===== config.mk =====
export PLATFORM = sky130hd
export DESIGN_NAME = reaction_round_ctrl
export DESIGN_NICKNAME = d
export VERILOG_FILES = /design/src/rtl/reaction_round_ctrl.sv
export SDC_FILE = /design/constraint.sdc
export NUM_CORES = 1
export LEC_CHECK = 0
export ABC_AREA = 0
export BUFFER_PORTS_ARGS = -buffer_cell sky130_fd_sc_hd__clkbuf_2
export CAP_MARGIN = 20
export CORE_UTILIZATION = 60
export CTS_CLUSTER_DIAMETER = 80
export CTS_CLUSTER_SIZE = 12
export DETAILED_ROUTE_END_ITERATION = 8
export MAX_ROUTING_LAYER = met4
export PLACE_DENSITY = 0.8
export SYNTH_ARGS = -nofsm -noshare
export SYNTH_HDL_FRONTEND = slang
export SYNTH_SLANG_ARGS = --single-unit

===== constraint.sdc =====
create_clock -name clk -period 2.59 [get_ports clk]
set_input_delay 0.259 -clock clk [delete_from_list [all_inputs] [get_ports clk]]
set_output_delay 0.259 -clock clk [all_outputs]
set_load 0.05 [all_outputs]

===== src/rtl/reaction_round_ctrl.sv =====
// Reaction-timer round sequencer: arm, wait, GO lamp, ms count, result strobe.
// Optional feature macro RAND_DELAY_EN adds an LFSR-based random extra wait.
module reaction_round_ctrl #(
    parameter int TICK_DIV     = 50000,
    parameter int MIN_DELAY_MS = 1000,
    parameter int RAND_MASK    = 4095,
    parameter int TIMEOUT_MS   = 9999
) (
    input  logic        clk,
    input  logic        rst_n,
    input  logic        btn_start,
    input  logic        btn_react,
    output logic        led_go,
    output logic [23:0] timecount,
    output logic        result_valid,
    output logic        false_start,
    output logic        timeout,
    output logic        busy
);

    localparam int DIV_W = (TICK_DIV > 2) ? $clog2(TICK_DIV) : 1;

    typedef enum logic [2:0] {
        S_IDLE  = 3'd0,
        S_ARM   = 3'd1,
        S_WAIT  = 3'd2,
        S_GO    = 3'd3,
        S_DONE  = 3'd4,
        S_FAULT = 3'd5
    } state_t;

    state_t             r_state;
    state_t             w_state_nxt;
    logic [2:0]         r_start_sync;
    logic [2:0]         r_react_sync;
    logic [DIV_W-1:0]   r_div;
    logic [DIV_W-1:0]   w_div_nxt;
    logic [15:0]        r_delay;
    logic [15:0]        w_delay_nxt;
    logic [15:0]        w_delay_load;
    logic [23:0]        r_tc;
    logic [23:0]        w_tc_nxt;
    logic               r_rv;
    logic               w_rv_nxt;
    logic               r_fs;
    logic               w_fs_nxt;
    logic               r_to;
    logic               w_to_nxt;
    logic               r_led_go;
    logic               r_busy;
    logic               w_start_edge;
    logic               w_react_edge;
    logic               w_timing;
    logic               w_tick;

    // Bit 0/1 form the synchroniser, bit 2 is history for edge detection
    always_ff @(posedge clk or negedge rst_n) begin
        if (!rst_n) begin
            r_start_sync <= 3'b000;
            r_react_sync <= 3'b000;
        end else begin
            r_start_sync <= {r_start_sync[1:0], btn_start};
            r_react_sync <= {r_react_sync[1:0], btn_react};
        end
    end

    assign w_start_edge = r_start_sync[1] & ~r_start_sync[2];
    assign w_react_edge = r_react_sync[1] & ~r_react_sync[2];
    assign w_timing     = (r_state == S_WAIT) || (r_state == S_GO);
    assign w_tick       = w_timing && (r_div == DIV_W'(TICK_DIV - 1));

`ifdef RAND_DELAY_EN
    logic [15:0] r_lfsr;

    // Free-running Fibonacci LFSR, taps 16,14,13,11
    always_ff @(posedge clk or negedge rst_n) begin
        if (!rst_n) begin
            r_lfsr <= 16'hACE1;
        end else begin
            r_lfsr <= {r_lfsr[14:0], r_lfsr[15] ^ r_lfsr[13] ^ r_lfsr[12] ^ r_lfsr[10]};
        end
    end

    assign w_delay_load = 16'(MIN_DELAY_MS) + (r_lfsr & 16'(RAND_MASK));
`else
    assign w_delay_load = 16'(MIN_DELAY_MS);
`endif

    // Next-state and next-datapath decode; react beats expiry/timeout, start beats react
    always_comb begin
        w_state_nxt = r_state;
        w_delay_nxt = r_delay;
        w_tc_nxt    = r_tc;
        w_rv_nxt    = 1'b0;
        w_fs_nxt    = r_fs;
        w_to_nxt    = r_to;
        case (r_state)
            S_IDLE, S_DONE, S_FAULT: begin
                if (w_start_edge) begin
                    w_state_nxt = S_ARM;
                    w_tc_nxt    = 24'd0;
                    w_fs_nxt    = 1'b0;
                    w_to_nxt    = 1'b0;
                end else begin
                    w_state_nxt = r_state;
                end
            end
            S_ARM: begin
                w_state_nxt = S_WAIT;
                w_delay_nxt = w_delay_load;
                w_tc_nxt    = 24'd0;
                w_fs_nxt    = 1'b0;
                w_to_nxt    = 1'b0;
            end
            S_WAIT: begin
                if (w_react_edge) begin
                    w_state_nxt = S_FAULT;
                    w_fs_nxt    = 1'b1;
                    w_tc_nxt    = 24'd0;
                end else if (w_tick) begin
                    if (r_delay <= 16'd1) begin
                        w_state_nxt = S_GO;
                        w_tc_nxt    = 24'd0;
                    end else begin
                        w_delay_nxt = r_delay - 16'd1;
                    end
                end else begin
                    w_state_nxt = S_WAIT;
                end
            end
            S_GO: begin
                if (w_react_edge) begin
                    w_state_nxt = S_DONE;
                    w_tc_nxt    = (r_tc == 24'd0) ? 24'd1 : r_tc;
                    w_rv_nxt    = 1'b1;
                end else if (w_tick) begin
                    if ((r_tc + 24'd1) == 24'(TIMEOUT_MS)) begin
                        w_state_nxt = S_DONE;
                        w_to_nxt    = 1'b1;
                        w_tc_nxt    = 24'd0;
                    end else begin
                        w_tc_nxt = r_tc + 24'd1;
                    end
                end else begin
                    w_state_nxt = S_GO;
                end
            end
            default: begin
                w_state_nxt = S_IDLE;
                w_tc_nxt    = 24'd0;
                w_fs_nxt    = 1'b0;
                w_to_nxt    = 1'b0;
            end
        endcase
        if (w_timing && (w_state_nxt == r_state) && !w_tick) begin
            w_div_nxt = r_div + DIV_W'(1);
        end else begin
            w_div_nxt = '0;
        end
    end

    // State, datapath and registered outputs
    always_ff @(posedge clk or negedge rst_n) begin
        if (!rst_n) begin
            r_state  <= S_IDLE;
            r_div    <= '0;
            r_delay  <= 16'd0;
            r_tc     <= 24'd0;
            r_rv     <= 1'b0;
            r_fs     <= 1'b0;
            r_to     <= 1'b0;
            r_led_go <= 1'b0;
            r_busy   <= 1'b0;
        end else begin
            r_state  <= w_state_nxt;
            r_div    <= w_div_nxt;
            r_delay  <= w_delay_nxt;
            r_tc     <= w_tc_nxt;
            r_rv     <= w_rv_nxt;
            r_fs     <= w_fs_nxt;
            r_to     <= w_to_nxt;
            r_led_go <= (w_state_nxt == S_GO);
            r_busy   <= (w_state_nxt == S_ARM) || (w_state_nxt == S_WAIT) ||
                        (w_state_nxt == S_GO);
        end
    end

    assign led_go       = r_led_go;
    assign timecount    = r_tc;
    assign result_valid = r_rv;
    assign false_start  = r_fs;
    assign timeout      = r_to;
    assign busy         = r_busy;

endmodule


======== Word-level counts from Yosys, hierarchy flattened ========
Cells that the tools add are included.
cells by class
  add/sub/neg operators ................... 3
  div/mod/pow operators ................... 0
  multipliers ............................. 0
  reduce and logical (&&, ||, !) cells .... 15
  multiplexer cells ....................... 31
  shift operators ......................... 0
  bitwise gates (word level) .............. 6
  $lt $le $gt $ge ......................... 1
  equality and inequality tests ........... 23
operators by type and width
  operator               count
  $mux 24                8
  $pmux 24 s3            1
  $mux 16                4
  $pmux 16 s2            1
  $add 24x1->24 const B  1
  $eq 24x14->1 const B   1
  $logic_not 24->1       1
  $mux 3                 7
  $add 16x1->16 const B  1
  $eq 16x16->1 const B   1
  $le 16x1->1 const B    1
  $sub 16x1->16 const B  1
  $ne 2x2->1 const B     7
  $eq 3x2->1 const B     4
  $pmux 3 s4             1
  $reduce_and 5->1       2
  $mux 1                 7
  $eq 3x1->1 const B     2
  $eq 3x3->1 const B     2
  $ne 3x2->1 const B     2
  $ne 3x3->1 const B     2
  $pmux 1 s3             2
  $not 1->1              4
  $reduce_and 4->1       1
  other kinds (10)       15
storage, ports and cells
  latch bits .............................. 0
  memories ................................ 0
  bits in read-only memories .............. 0
  word-level logic and storage cells ...... 90
  output and inout port bits .............. 29
  memory bits (writable) .................. 0
  register bits ........................... 70
  input bits .............................. 4

======== Longest topological paths before layout ========
Gate-level depths: netlist of the first run.
  depth in word-level cells ............... 10
  gate-level depth with buffers ........... 9
  gate-level depth less buffers ........... 8

======== Worst setup path after synthesis of the first run ========
Ideal clock, no wire load.
  kind .................................... register to register
  start ................................... reg r_tc[1], in the netlist timecount[1]
  end ..................................... reg r_state[1]
  required time ........................... 2.450 ns
  arrival time ............................ 2.637 ns
  path buffers ............................ 0
  cell stages (with the launch flop) ...... 9
  library setup time ...................... 0.140 ns
  setup slack ............................. -0.187 ns
  clock period less this slack ............ 2.777 ns
  cells stage by stage .................... dfrtp_1 ha_1 nand2_2 or4b_4 a2111oi_4 nand4_1 nand4b_4 nor3b_2 a2111oi_2
between the ends
  longest elaborated chain between the ends .. 6
RTL lines
  element                   RTL line  source
  start: declaration        41        logic [23:0] r_tc;
  start signal: assignment  178       r_tc <= w_tc_nxt;
  $add 24x1->24             137       if ((r_tc + 24'd1) == 24'(TIMEOUT_MS)) begin
  $eq 24x14->1              137
  $mux 3                    137
  $mux 3                    136       end else if (w_tick) begin
  $mux 3                    132       if (w_react_edge) begin
  $pmux 3 s4                97        case (r_state)
  named net w_state_nxt[1]  33        state_t w_state_nxt;
  end signal: assignment    175       r_state <= w_state_nxt;
  end: declaration          32        state_t r_state;
The timed path passes the listed nets, and every way through them passes these cells.
A chain may end at the register's enable or synchronous reset.

======== Worst setup path after layout of the first run ========
  start ................................... reg r_tc[4], in the netlist timecount[4]
  end ..................................... reg r_state[1]
The elaborated chain is that of the path after synthesis.

==> impl_metrics.ini, run 1 <==
[run_status]
outcome = finished, violations left
violations = DRC, hold timing

[cells_and_area]
stdcell_count = 576
fill_cells = 487
antenna_cells = 0
layout_common_cells = dfrtp_1 (68), nand2_1 (45), nor2_1 (36)
area_delta_synth_final_pct = 14.0
final_nets = 504
register_area_um2 = 1750
layout-drive-gt1-share_pct = 19.8
multi_input_area_um2 = 2180
layout_commonest_cell = dfrtp_1

[routing]
detail_route.wl_per_cell_um = 16.9
drcViolationCount = 1
num_vias = 3630
antenna_left = 0
drt_iter0_markers = 395
dr.pass1.iters = 7
routed_wl_mm = 9.75
avgViaCountPerCell = 6.30

[logic_synthesis]
synth-async-reset-ratio_pct = 100
synth_edf_count = 0
synth_fp_nets = 462
synthFlopType = dfrtp_1
mappedNetlistArea_um2 = 4070
synth-seq-cells = 70
yosysSeqAreaShare_pct = 43.1
yosysWarnings = 0
syn_inst = 452
synth_area_per_cell_um2 = 8.99
yosysUniqueCellTypes = 66

[cts]
clkTransAtPathRegs_ns = 0.09
h-tree-depth = 3
hold_buffers = 0
cts_tree = done
max-clock-path-buffers = 2
cts_root_buf = clkbuf_8
insertion_delay_ns = 0.36
cts_sinks = 70
cts_buffers = 9

[sta]
setup_slack_ns = 0.0757
period_minus_slack_ns = 2.51
report.final.slew_viol_count = 0
rsz0062_at_grt = true
hold_viol_final = 34
clock_skew_ns = 0.0130
hold_slack_ns = -0.0284
timing.fmax_ghz = 0.398
finalSetupTns_ns = 0
slew_headroom_pct = 44.2
worst_slew_pin_slew_ns = 0.835
setup_viol = 0
fin_crit_sh_pct = 97.1

[critical_path]
setup.worst_path.start = timecount[4]
critPathMaxStageDelay_ns = 0.68
crit_required_ns = 2.82
path_class = reg -> reg
path_cells = nand4_2, or4_1, nand2_1, a22oi_1, nand4b_4, nor3b_2, a2111oi_2
worstReg2RegStart = timecount[4]
cp-start-kind = register
worstPathArrival_ns = 2.75
cp_slowest_cell = or4_1
cp-end-kind = register
path_max_fanout = 10

[hold_path]
hold_class = in -> async

[floorplan]
die_h_um = 84.3
start_util_pct = 62.9
die_w_um = 84.3
coreArea_um2 = 6460
io_pins = 33
num_rows = 29
die_area_um2 = 7110

[placed_design]
hpwl_mm = 6.77
dp_cells = 559
io_buffers = 32
gp_routability_congestion = 0.982
place_ws_ns = 0.114

[pwr]
netSwitchingPower_uw = 1200
pwr_density_cell_nw_per_um2 = 689
max-vdd-ir-drop_mv = 0.420
finalPower_uw = 3190
leakage_uw = 0.00200
pwr-share-comb_pct = 27.8
switching_share_pct = 37.5
p_int_uw = 1990
seqPwrFrac_pct = 44.2
p_clk_share_pct = 28.0

[global_route]
grtUsageTotal_pct = 29.7
grt_first_pass_wirelength_mm = 16.3
antenna_found_initial = 0
grt_start_max_net_pins = 37
grt-ovfl-total = 0
grt_pass1_vias = 3414

[run]
drv_cap = 0
-- per-stage QoR --
step / utilization (%) / area, um2
after global routing: 71.7 / 4630
after floorplan: - / 4070
after global placement: 68.1 / 4400
final: 71.7 / 4630
after CTS: 71.2 / 4600
after detailed placement: 68.1 / 4400
-- worst paths after layout --
path                                         to  slack [ns]  depth (start not counted)
max in group asynchronous          timecount[0]        1.93                          2
worst min register to register  r_start_sync[1]        0.35                          0
worst min-delay path                 r_delay[9]       -0.03                          1
min in group clk                r_react_sync[0]        0.01                          1
worst max-delay path                 r_state[1]        0.08                          7
worst max register to register       r_state[1]        0.08                          7
-- cell type report --
class,instances,share of cell area (%)
Multi-Input combinational cell,344,47.0
Sequential cell,70,37.9
Timing Repair Buffer,54,7.56
Clock buffer,10,2.75
Tap cell,77,2.08
Clock inverter,6,1.54
Inverter,15,1.22
-- per-layer routing --
| metal | track usage [%] | routed length, um | up-vias |
|---|---|---|---|
| li1 | - | - | 1730 |
| met1 | 42.0 | 4540 | 1740 |
| met3 | 4.62 | 588 | 15 |
| met4 | 8.93 | 145 | 0 |
| met2 | 44.4 | 4470 | 145 |
| met5 | - | 0 | - |
-- cell usage after synthesis, types with 5 or more instances --
cell type,n,area [um2]
nor3_1,16,80.1
or3_1,18,113
nand3_1,35,175
xor2_1,12,105
nor2b_1,5,31.3
a21oi_1,17,85.1
nand2_1,45,169
clkbuf_1,12,45.0
nand4_1,15,93.8
a21o_1,5,37.5
dfrtp_1,70,1750
xnor2_1,18,158
buf_2,8,40.0
inv_1,15,56.3
a31oi_1,7,43.8
o21ai_0,23,115
ha_1,6,75.1
nor4_1,12,75.1
nor2_1,36,135
and3_1,11,68.8
-- cell families (layout without fill, tap and decap cells) --
| logic type | after synthesis | after routing | synth area share, % |
|---|---|---|---|
| muxes | 5 | 5 | 1.29 |
| buffers and inverters | 38 | 85 | 3.88 |
| AOI/OAI and AO/OA | 82 | 82 | 13.8 |
| xor gates and xnor gates | 30 | 30 | 6.46 |
| and+or+nand+nor | 221 | 221 | 29.7 |
| DFF | 70 | 70 | 43.1 |
| adders and majority gates | 6 | 6 | 1.85 |
-- power groups by stage --
| stage | combinational [uW] | clock [uW] | sequential (uW) |
|---|---|---|---|
| after detailed placement | 874 | 0 | 1420 |
| after global placement | 857 | 0 | 1400 |
| after floorplan | 601 | 0 | 1450 |
| final | 889 | 892 | 1410 |
| after global routing | 989 | 954 | 1430 |
| after CTS | 878 | 904 | 1400 |
-- critical path, delay by kind of cell (launching register included) --
| family | cells | cell delay (ns) |
|---|---|---|
| DFF | 1 | 0.49 |
| and+or+nand+nor | 5 | 1.39 |
| AOI/OAI and AO/OA | 2 | 0.52 |
-- sequential cells by signal (all words and copies together) (netlist names) --
name          cells
busy              1
r_state           3
timecount        24
r_react_sync      3
led_go            1
false_start       1
timeout           1
result_valid      1
r_start_sync      3
r_delay          16
r_div            16
-- what timing repair did --
| action | CTS | global route |
|---|---|---|
| setup buffers | 0 | 1 |
| resized for setup | 0 | 3 |
| setup endpoints to repair | 0 | 5 |
Note: power is estimated with default switching activity, not from simulation.
==> run 2: changes to the inputs <==
- REMOVE_ABC_BUFFERS: default -> 1
==> impl_metrics.ini, run 2 (synthesis gave the netlist of run 1 again) <==
[placed_design]
hpwl_mm = 6.89
io_buffers = 32
dp_cells = 562
gp_routability_congestion = 1.12

[floorplan]
die_h_um = 84.3
die_area_um2 = 7110
coreArea_um2 = 6460
die_w_um = 84.3
io_pins = 33
num_rows = 29
start_util_pct = 62.9

[sta]
fin_crit_sh_pct = 95.5
setup_viol = 0
hold_viol_final = 0
clock_skew_ns = 0.00439
worst_slew_pin_slew_ns = 0.685
hold_slack_ns = 0.0184
slew_headroom_pct = 54.3
finalSetupTns_ns = 0
timing.fmax_ghz = 0.404
period_minus_slack_ns = 2.47
rsz0062_at_grt = false
report.final.slew_viol_count = 0

[pwr]
max-vdd-ir-drop_mv = 0.317
pwr_density_cell_nw_per_um2 = 707
leakage_uw = 0.00206

[critical_path]
rr_worst_depth = 7
cp-end-kind = register
path_class = reg -> reg
ff2ff_setup_slack_ns = 0.12
crit_required_ns = 2.80
worstReg2RegStart = timecount[8]
r2r-end = r_state[1]
path_max_fanout = 10
worstPathArrival_ns = 2.68
setup.worst_path.start = timecount[8]
cp-start-kind = register

[hold_path]
min_to = r_react_sync[0]
hold_start = btn_react
hold_class = in -> reg
min_path_cells = 1

[routing]
avgViaCountPerCell = 6.38
drt_iter0_markers = 302
detail_route.wl_per_cell_um = 17.3
antenna_left = 0
drcViolationCount = 0
dr.pass1.iters = 8
num_vias = 3699
routed_wl_mm = 10.0

[cts]
insertion_delay_ns = 0.34
h-tree-depth = 3
max-clock-path-buffers = 2
cts_buffers = 9
cts_sinks = 70
cts_root_buf = clkbuf_8
clkTransAtPathRegs_ns = 0.08
cts_tree = done

[cells_and_area]
layout_common_cells = dfrtp_1 (68), nand2_1 (45), nor2_1 (36)
layout-drive-gt1-share_pct = 20.3
fill_cells = 496
register_area_um2 = 1750
largest_register_ffs = 24
stdcell_count = 580
final_nets = 508
area_delta_synth_final_pct = 15.5
layout_commonest_cell = dfrtp_1
antenna_cells = 0
multi_input_area_um2 = 2190

[global_route]
antenna_found_initial = 0
grt-ovfl-total = 0
grt_pass1_vias = 3457
grtUsageTotal_pct = 31.0
grt_start_max_net_pins = 43
grt_first_pass_wirelength_mm = 16.8

[run]
drv_cap = 0

[run_status]
outcome = finished clean
-- run 2: what timing repair did --
item,CTS,global route
gates resized for setup,0,8
setup buffers,0,1
setup endpoints to repair,0,13
endpoints found under the hold margin,28,0
hold buffers,1,0
-- run 2: how the worst max path moves through the flow --
| stage | end | slack [ns] |
|---|---|---|
| floorplan | timecount[2] | -0.22 |
| global placement | timecount[2] | 0.13 |
| detailed placement | timecount[2] | 0.12 |
| CTS | timecount[2] | 0.07 |
| global route | r_state[1] | 0.0005 |
| finish | r_state[1] | 0.12 |
-- run 2: cell type report --
class                      instances  share of cell area (%)
multi-input combinational        344                    46.6
clock inverter                     4                    1.65
sequential                        70                    37.3
clock buffer                      12                    3.30
inverter                          15                    1.20
timing repair buffer              58                    7.88
tap                               77                    2.05
-- run 2: per-stage QoR --
| stage | setup WS [ns] | utilization, % | instance area [um2] | total power (uW) |
|---|---|---|---|---|
| finish | 0.116 | 72.7 | 4700 | 3320 |
| floorplan | -0.218 | - | 3960 | 2010 |
| global route | 0.000520 | 72.7 | 4700 | 3500 |
| detailed placement | 0.117 | 68.4 | 4420 | 2290 |
| global placement | 0.131 | 68.4 | 4420 | 2250 |
| CTS | 0.0718 | 72.2 | 4660 | 3320 |
-- run 2: power by group --
| part | leakage (uW) | switching, uW | internal (uW) |
|---|---|---|---|
| Clock | 0.000117 | 432 | 601 |
| Combinational | 0.00102 | 588 | 310 |
| Sequential | 0.000920 | 156 | 1230 |
-- run 2: worst max-delay path, stage by stage, from the launching register on --
cell,delay [ns]
dfrtp_1,0.49
xnor2_1,0.17
or4b_4,0.53
a2111oi_4,0.37
nand4_1,0.19
nand4b_4,0.29
nor3b_2,0.23
a2111oi_2,0.07
-- run 2: routing by layer --
| metal | up-vias | GRT usage (%) | part of all wire [%] |
|---|---|---|---|
| li1 | 1727 | - | - |
| met1 | 1780 | 38.2 | 41 |
| met2 | 162 | 52.2 | 49 |
| met3 | 30 | 5.11 | 7.0 |
| met4 | 0 | 10.5 | 2.4 |
| met5 | - | - | 0 |
==> run 3: changes to the inputs <==
- CORE_UTILIZATION: 60 -> 40
- PLACE_DENSITY: 0.8 -> default
- REMOVE_ABC_BUFFERS: 1 -> default
==> impl_metrics.ini, run 3 (synthesis gave the netlist of run 1 again) <==
[run_status]
outcome = finished clean

[cts]
cts_buffers = 9
cts_root_buf = clkbuf_8
max-clock-path-buffers = 2
h-tree-depth = 3
cts_tree = done
clkTransAtPathRegs_ns = 0.08
cts_sinks = 70
insertion_delay_ns = 0.35

[pwr]
switching_share_pct = 37.0
seqPwrFrac_pct = 45.5
p_int_uw = 1930
max-vdd-ir-drop_mv = 0.319
pwr-share-comb_pct = 29.6
pwr_density_cell_nw_per_um2 = 652
netSwitchingPower_uw = 1140
p_clk_share_pct = 24.9
leakage_uw = 0.00200
finalPower_uw = 3070

[routing]
antenna_left = 0
drcViolationCount = 0
routed_wl_mm = 9.90
avgViaCountPerCell = 5.52
detail_route.wl_per_cell_um = 15.6
num_vias = 3512
drt_iter0_markers = 178
dr.pass1.iters = 5

[sta]
fin_crit_sh_pct = 92.9
setup_slack_ns = 0.184
hold_slack_ns = 0.349
worst_slew_pin_slew_ns = 0.650
report.final.slew_viol_count = 0
slew_headroom_pct = 56.7
clock_skew_ns = 0.0112
period_minus_slack_ns = 2.41
rsz0062_at_grt = true
hold_viol_final = 0
timing.fmax_ghz = 0.416
setup_viol = 0

[placed_design]
gp_routability_congestion = 0.964
hpwl_mm = 6.94
io_buffers = 32
dp_cells = 616
placed_area_um2 = 4480
place_ws_ns = 0.143

[cells_and_area]
layout_common_cells = dfrtp_1 (66), nand2_1 (45), nor2_1 (36)
layout-drive-gt1-share_pct = 19.9
antenna_cells = 0
stdcell_count = 636
area_delta_synth_final_pct = 15.7
final_nets = 509
design_area_um2 = 4700
largest_register_ffs = 24
layout_commonest_cell = dfrtp_1

[global_route]
grt_pass1_vias = 3366
grtUsageTotal_pct = 21.0
grt_first_pass_wirelength_mm = 16.5
grt-ovfl-total = 0
grt_start_max_net_pins = 46
antenna_found_initial = 0

[critical_path]
cp-end-kind = register
path_max_fanout = 10
rr_worst_depth = 7
ff2ff_setup_slack_ns = 0.18
worstPathArrival_ns = 2.64
crit_required_ns = 2.82
worstReg2RegStart = timecount[8]
r2r-end = timecount[2]
setup.worst_path.start = timecount[8]
path_class = reg -> reg
crit_path_end = timecount[2]
cp-start-kind = register

[floorplan]
coreArea_um2 = 9820
start_util_pct = 41.4
die_area_um2 = 10600
die_w_um = 103
num_rows = 36
die_h_um = 103
io_pins = 33

[run]
drv_cap = 0

[hold_path]
hold_class = reg -> reg
## run 3: cell types whose count changed in the layout (fill, tap and decap cells not counted), moves of 2 or more
cell           delta
dfrtp_2           +2
dfrtp_1           -2
dlygate4sd3_1     +2
bufinv_16         -2
clkinv_2          +2
clkbuf_1          +2
## run 3: power groups by stage
stage          logic, uW  registers (uW)  clock network, uW
6_report             907            1390                764
2_1_floorplan        601            1450                  0
5_1_grt             1010            1420                854
3_3_place_gp         869            1410                  0
4_1_cts              896            1400                802
3_5_place_dp         890            1410                  0
## run 3: per-layer routing
| layer | GRT usage (%) | vias up | part of all wire (%) |
|---|---|---|---|
| li1 | - | 1727 | - |
| met1 | 28.3 | 1704 | 49 |
| met2 | 31.4 | 68 | 45 |
| met3 | 5.90 | 13 | 5.0 |
| met4 | 4.98 | 0 | 1.2 |
| met5 | - | - | 0 |
## run 3: worst min path at each step
stage | from | endpoint | slack [ns] | cells past startpoint
floorplan | rst_n | busy | -0.04 | 0
CTS | r_start_sync[0] | r_start_sync[1] | 0.35 | 0
finish | r_start_sync[0] | r_start_sync[1] | 0.35 | 0
global placement | rst_n | r_delay[7] | 0.32 | 1
global route | r_react_sync[0] | r_react_sync[1] | 0.36 | 0
detailed placement | rst_n | r_delay[8] | 0.32 | 1
## run 3: critical path, stage by stage, from the launching register on
cell and delay [ns]:
dfrtp_1 0.53, nand4_1 0.24, nor3_2 0.36, nand4_1 0.21
a211oi_1 0.42, nand4_4 0.22, a31oi_1 0.21, o22ai_1 0.09
## run 3: timing repair
| action | 4_1_cts | 5_1_grt |
|---|---|---|
| hold buffers | 3 | 0 |
| setup buffers | 0 | 2 |
| endpoints found under the hold margin | 27 | 0 |
| setup endpoints to repair | 0 | 8 |
| gates resized for setup | 0 | 6 |
## run 3: cell type report
cell class | count | area (um2)
timing repair buffer | 59 | 383
tap | 133 | 166
clock inverter | 2 | 10.0
inverter | 15 | 56.3
fill | 990 | 5110
multi-input combinational | 344 | 2180
sequential | 70 | 1760
clock buffer | 13 | 149
## run 3: per-stage QoR
step | utilization, % | TNS [ns]
2_1_floorplan | - | 0
3_3_place_gp | 45.6 | 0
3_5_place_dp | 45.6 | 0
4_1_cts | 47.5 | 0
5_1_grt | 47.9 | -0.0128
6_report | 47.9 | 0
